--- config.mk ---
export PLATFORM = sky130hd
export DESIGN_NAME = rule110_automaton
export DESIGN_NICKNAME = d
export VERILOG_FILES = /design/src/rtl/rule110_pkg.sv /design/src/rtl/rule110_prescaler.sv /design/src/rtl/rule110_automaton.sv
export SDC_FILE = /design/constraint.sdc
export NUM_CORES = 1
export LEC_CHECK = 0
export BUFFER_PORTS_ARGS = -buffer_cell sky130_fd_sc_hd__buf_2
export CORE_MARGIN = 3
export CORE_UTILIZATION = 40
export CTS_CLUSTER_SIZE = 40
export DETAILED_ROUTE_END_ITERATION = 8
export SLEW_MARGIN = 0
export SYNTH_ARGS = -nofsm -noshare
export SYNTH_HDL_FRONTEND = slang
export SYNTH_SLANG_ARGS = --single-unit
--- constraint.sdc ---
create_clock -name clk -period 2.25 [get_ports clk]
set_input_delay 0.45 -clock clk [delete_from_list [all_inputs] [get_ports clk]]
set_output_delay 0.45 -clock clk [all_outputs]
set_load 0.02 [all_outputs]
--- src/rtl/rule110_pkg.sv ---
// Shared definitions for the Rule 110 automaton: state encoding, rule table,
// seed pattern and the per-cell next-state function.
package rule110_pkg;

    localparam int unsigned MAX_CELLS = 256;

    typedef enum logic [1:0] {
        ST_IDLE = 2'd0,
        ST_LOAD = 2'd1,
        ST_RUN  = 2'd2
    } state_t;

    // Bit {l,c,r} of RULE is the next value of the centre cell
    localparam logic [7:0] RULE = 8'd110;

    // Seed: only cell[0] set; callers truncate to their array width
    function automatic logic [MAX_CELLS-1:0] seed_pattern();
        return MAX_CELLS'(1);
    endfunction

    function automatic logic cell_next(input logic l, input logic c, input logic r);
        return RULE[{l, c, r}];
    endfunction

endpackage

--- src/rtl/rule110_prescaler.sv ---
// Free-run generation prescaler: counts 0..MAX_COUNT-1 while enabled and
// flags the terminal count so the automaton can advance on that edge.
module rule110_prescaler #(
    parameter logic [23:0] MAX_COUNT = 24'd10_000_000
) (
    input  logic clk,
    input  logic reset,
    input  logic clear,
    input  logic enable,
    output logic terminal_c
);

    localparam int unsigned CNT_W = (MAX_COUNT > 24'd1) ? $clog2(MAX_COUNT) : 1;
    localparam logic [CNT_W-1:0] LAST = CNT_W'(MAX_COUNT - 24'd1);

    logic [CNT_W-1:0] count;

    assign terminal_c = enable && (count == LAST);

    // Clear wins over enable so a dropped run discards the partial count
    always_ff @(posedge clk) begin
        if (reset || clear) begin
            count <= '0;
        end else if (enable) begin
            count <= terminal_c ? '0 : count + CNT_W'(1);
        end
    end

endmodule

--- src/rtl/rule110_automaton.sv ---
// Rule 110 cellular automaton on a ring of CELLS cells with serial load,
// single-step and prescaled free-run advance, and an 8-cell paged readout.
module rule110_automaton
    import rule110_pkg::*;
#(
    parameter int unsigned  CELLS     = 32,
    parameter logic [23:0]  MAX_COUNT = 24'd10_000_000,
    parameter int unsigned  GEN_W     = 16,
    localparam int unsigned PAGES     = CELLS / 8,
    localparam int unsigned PAGE_W    = (PAGES > 1) ? $clog2(PAGES) : 1
) (
    input  logic              clk,
    input  logic              reset,
    input  logic              load_en,
    input  logic              load_bit,
    input  logic              run,
    input  logic              step,
    input  logic [PAGE_W-1:0] page_sel,
    output logic [7:0]        cells_out,
    output logic [GEN_W-1:0]  generation,
    output logic              tick,
    output logic [1:0]        state
);

    state_t           fsm_state;
    logic [CELLS-1:0] cells;
    logic [CELLS-1:0] next_cells_c;
    logic [7:0]       window_c;
    logic             presc_en_c;
    logic             presc_done_c;

    assign state      = fsm_state;
    assign presc_en_c = run && !load_en;

    rule110_prescaler #(
        .MAX_COUNT(MAX_COUNT)
    ) u_prescaler (
        .clk       (clk),
        .reset     (reset),
        .clear     (!presc_en_c),
        .enable    (presc_en_c),
        .terminal_c(presc_done_c)
    );

    // Ring neighbourhood: left is i+1, right is i-1, both wrapping
    for (genvar i = 0; i < CELLS; i++) begin : g_cell
        localparam int unsigned LEFT  = (i + 1) % CELLS;
        localparam int unsigned RIGHT = (i + CELLS - 1) % CELLS;
        assign next_cells_c[i] = cell_next(cells[LEFT], cells[i], cells[RIGHT]);
    end

    // Out-of-range pages match no iteration and read as zero
    always_comb begin
        window_c = '0;
        for (int p = 0; p < PAGES; p++) begin
            if (page_sel == PAGE_W'(p)) begin
                window_c = cells[8*p +: 8];
            end
        end
    end

    always_ff @(posedge clk) begin
        if (reset) begin
            fsm_state  <= ST_IDLE;
            cells      <= CELLS'(seed_pattern());
            generation <= '0;
            tick       <= 1'b0;
            cells_out  <= '0;
        end else begin
            tick      <= 1'b0;
            cells_out <= window_c;
            if (load_en) begin
                fsm_state  <= ST_LOAD;
                cells      <= {cells[CELLS-2:0], load_bit};
                generation <= '0;
            end else if (run) begin
                fsm_state <= ST_RUN;
                if (presc_done_c) begin
                    cells      <= next_cells_c;
                    generation <= generation + GEN_W'(1);
                    tick       <= 1'b1;
                end
            end else begin
                fsm_state <= ST_IDLE;
                if (step) begin
                    cells      <= next_cells_c;
                    generation <= generation + GEN_W'(1);
                    tick       <= 1'b1;
                end
            end
        end
    end

endmodule
==> run metrics <==
Hold Crit Class in2reg; Max-Cap Viols 0; dominant register cell in the synthesized netlist dfxtp_1; Worst Skew 0.00907 ns; status finished clean; sequential fraction of the synthesis area 39.7%; final period demand of the worst path 2.21 ns; count of final setup violators 0; Max VDD drop 0.000506 V; H-tree lvl count 4; Residual DRC 0; Final ANT Viol Nets 0; Max-slew headroom 46.0%; Clock Power Share 44.8%; final instance area 7610 um^2; unrepaired setup endpoints after global routing yes; crit-path max cell delay 0.51 ns; Max Slew Vio Count 0; Clock Pin Slew Worst Setup and Hold Paths 0.05 ns; Post-Syn Instances 568; Reg area 2310 um^2; starting density of the core 41.2%; gpl congestion 0.804; cells along the critical path nor4b_2 > and4_4 > buf_6 > a41oi_4 > buf_12 > or4_1 > a21oi_1; critical path class reg2reg; Arr. time, crit path 2.55 ns; Top-Level Pins 35; DRC marker count from the first detailed-route iteration 232; diodes inserted 0; CP delay by family, top simple AND/OR/NAND/NOR gates; flop and latch count out of synthesis 115; Critical Path Fanout Max 8; initial antenna violation count 0; Root Buffer clkbuf_16; DIE AREA 16000 um^2; Die W 126 um; drt first pass iters 5; Synthesis Warnings 0; net switching power 1.50 mW; Cell Area, Synth 5790 um^2; cell taking the most area after synthesis dfxtp_1; post-synth cell types 46; CTS tree done; element type at the critical path end flip-flop; clk buf depth 2; syn nets 610; f_max 453 MHz; Flop pwr share 39.4%; DP Area 6650 um^2; combinational share of power 15.8%; Num CTS Buffers 17; fin crit share 98.1%; Core Region 14000 um^2; top post-synthesis cells by area dfxtp_1, mux2i_1, ha_1; asr flop ratio synth 0%; Worst Setup Start Kind flip-flop; vias in the first global route 4385; worst skew pair latency 0.42 ns; Layout area overhead 31.4%; Sw Share 25.3%; fraction of layout cells with a size suffix above 1 35.2%; Die Y 126 um; Critical path buffers and inverters 2; global-route wire length before repair 21.6 mm; Int Power 4.43 mW; Slowest-stage cell, CP or4_1; via total after detailed routing 4545; # port buffers 34; Fin Hold WS 0.451 ns; WL final 13.7 mm; clock sinks 115; Layout Nets 713; total power 5.94 mW; Avg WL per Cell 15.8 um; Layout fillers 1198; total track usage 16.7%; GRT overflow 0; Avg Inst Size Synth 10.2 um^2; Post-synth EDFFs 0; top cell type's share of synthesized area 39.7%; CP required 2.59 ns; pin count of the biggest net entering global routing 27; leak pwr 3.12 nW; worst slew pin tran 0.809 ns; Pwr Density 780 nW/um^2; # rows 43; Sum Neg Setup Slack 0 ns; Vias/cell 5.26; Final Hold Violating Endpoints 0; post-DP HPWL 9.21 mm; area occupied by multi-input gates 3290 um^2
-- stage by stage --
stage	std cells	util, %	setup WS, ns
5_1_grt	864	54.2	-0.0799
3_5_place_dp	820	47.3	-0.0765
6_report	864	54.2	0.0434
3_3_place_gp	820	47.3	-0.0164
4_1_cts	853	51.8	-0.0163
2_1_floorplan	568	-	-0.0596
-- registers in the layout, indices dropped and copies added (netlist names) --
signal / cells
u_prescaler.count: 24
state: 2
tick: 1
cells_out: 8
generation: 16
next_cells_c: 32
cells: 32
-- layout by cell type (no fill, tap or decap), types with 5 or more instances in the layout --
master | synthesis | final
nor2b_1 | 12 | 11
ha_4 | 0 | 7
buf_6 | 5 | 5
nand4_1 | 14 | 14
buf_12 | 0 | 6
ha_1 | 34 | 27
inv_1 | 57 | 44
nand2_1 | 16 | 16
a211oi_4 | 0 | 10
clkbuf_16 | 0 | 21
nand3_1 | 11 | 11
a21oi_1 | 12 | 8
a211oi_2 | 31 | 21
mux4_2 | 8 | 8
nor2_1 | 31 | 30
xor2_1 | 16 | 16
inv_2 | 8 | 21
o31ai_1 | 8 | 7
buf_4 | 2 | 68
dfxtp_1 | 115 | 112
xnor2_1 | 7 | 7
or4_1 | 9 | 7
and3_1 | 8 | 8
a211oi_1 | 31 | 31
o21ai_0 | 5 | 5
buf_2 | 8 | 34
or3_1 | 6 | 6
mux2i_1 | 64 | 64
-- logic make-up (layout without fill, tap and decap cells) --
| logic type | Yosys count | count (layout) | share of synthesized area (%) |
|---|---|---|---|
| muxes | 74 | 74 | 14.6 |
| adders and majority gates | 34 | 34 | 7.35 |
| DFF | 115 | 115 | 39.7 |
| and+or+nand+nor | 130 | 130 | 12.9 |
| xor gates and xnor gates | 23 | 23 | 3.48 |
| buffers and inverters | 99 | 214 | 7.37 |
| AOI/OAI and AO/OA | 93 | 94 | 14.6 |
-- what timing repair did --
action / in CTS / in global routing
gates cloned: 0 / 5
buffers inserted: 1 / 7
pin swaps: 5 / 23
endpoints found under the setup margin: 30 / 39
hold buffers: 0 / 0
gates resized for setup: 5 / 43
-- path summary, 6_finish.rpt --
kind	start	endpoint	slack, ns	cells past startpoint
setup / recovery	u_prescaler.count[7]$_SDFFE_PP0P_	generation[12]$_SDFFE_PP0P_	0.04	7
hold / removal	run	u_prescaler.count[4]$_SDFFE_PP0P_	0.45	3
setup reg to reg	u_prescaler.count[7]$_SDFFE_PP0P_	generation[12]$_SDFFE_PP0P_	0.04	7
hold reg to reg	generation[15]$_SDFFE_PP0P_	generation[15]$_SDFFE_PP0P_	0.49	2
-- cells in the mapped netlist (all sizes together), types with 8 or more instances --
library cell	n
ha	34
a21oi	12
clkbuf	14
xor2	16
or4	9
inv	65
nand2	16
dfxtp	115
mux4	8
nand4	14
buf	20
nor2	31
mux2i	64
nor2b	12
nand3	11
and3	9
a211oi	62
o31ai	8
-- routing by layer --
layer,GRT usage [%],part of all wire [%],vias up
li1,-,-,2235
met1,21.4,46,2184
met2,27.0,48,101
met3,3.71,4.1,25
met4,7.19,2.2,0
met5,0,0,-
-- power by group through the flow --
stage | clock network [mW] | logic [mW] | registers [mW]
global placement | 0 | 0.797 | 2.37
global route | 2.78 | 1.04 | 2.35
CTS | 2.71 | 0.839 | 2.34
finish | 2.66 | 0.935 | 2.34
floorplan | 0 | 0.578 | 2.35
detailed placement | 0 | 0.822 | 2.38
-- final cells by class --
cell class | instances | share of cell area [%]
Clock buffer | 23 | 6.41
Clock inverter | 9 | 1.35
Inverter | 65 | 3.21
Multi-Input combinational cell | 355 | 43.2
Sequential cell | 115 | 30.3
Tap cell | 180 | 2.96
Timing Repair Buffer | 117 | 12.6
-- worst register-to-register path, cell delays in order (launching register included) --
cell,delay (ns)
dfxtp_1,0.31
nor4b_2,0.30
and4_4,0.39
buf_6,0.14
a41oi_4,0.15
buf_12,0.19
or4_1,0.51
a21oi_1,0.14
No activity file was read; power rests on OpenSTA's default activity.
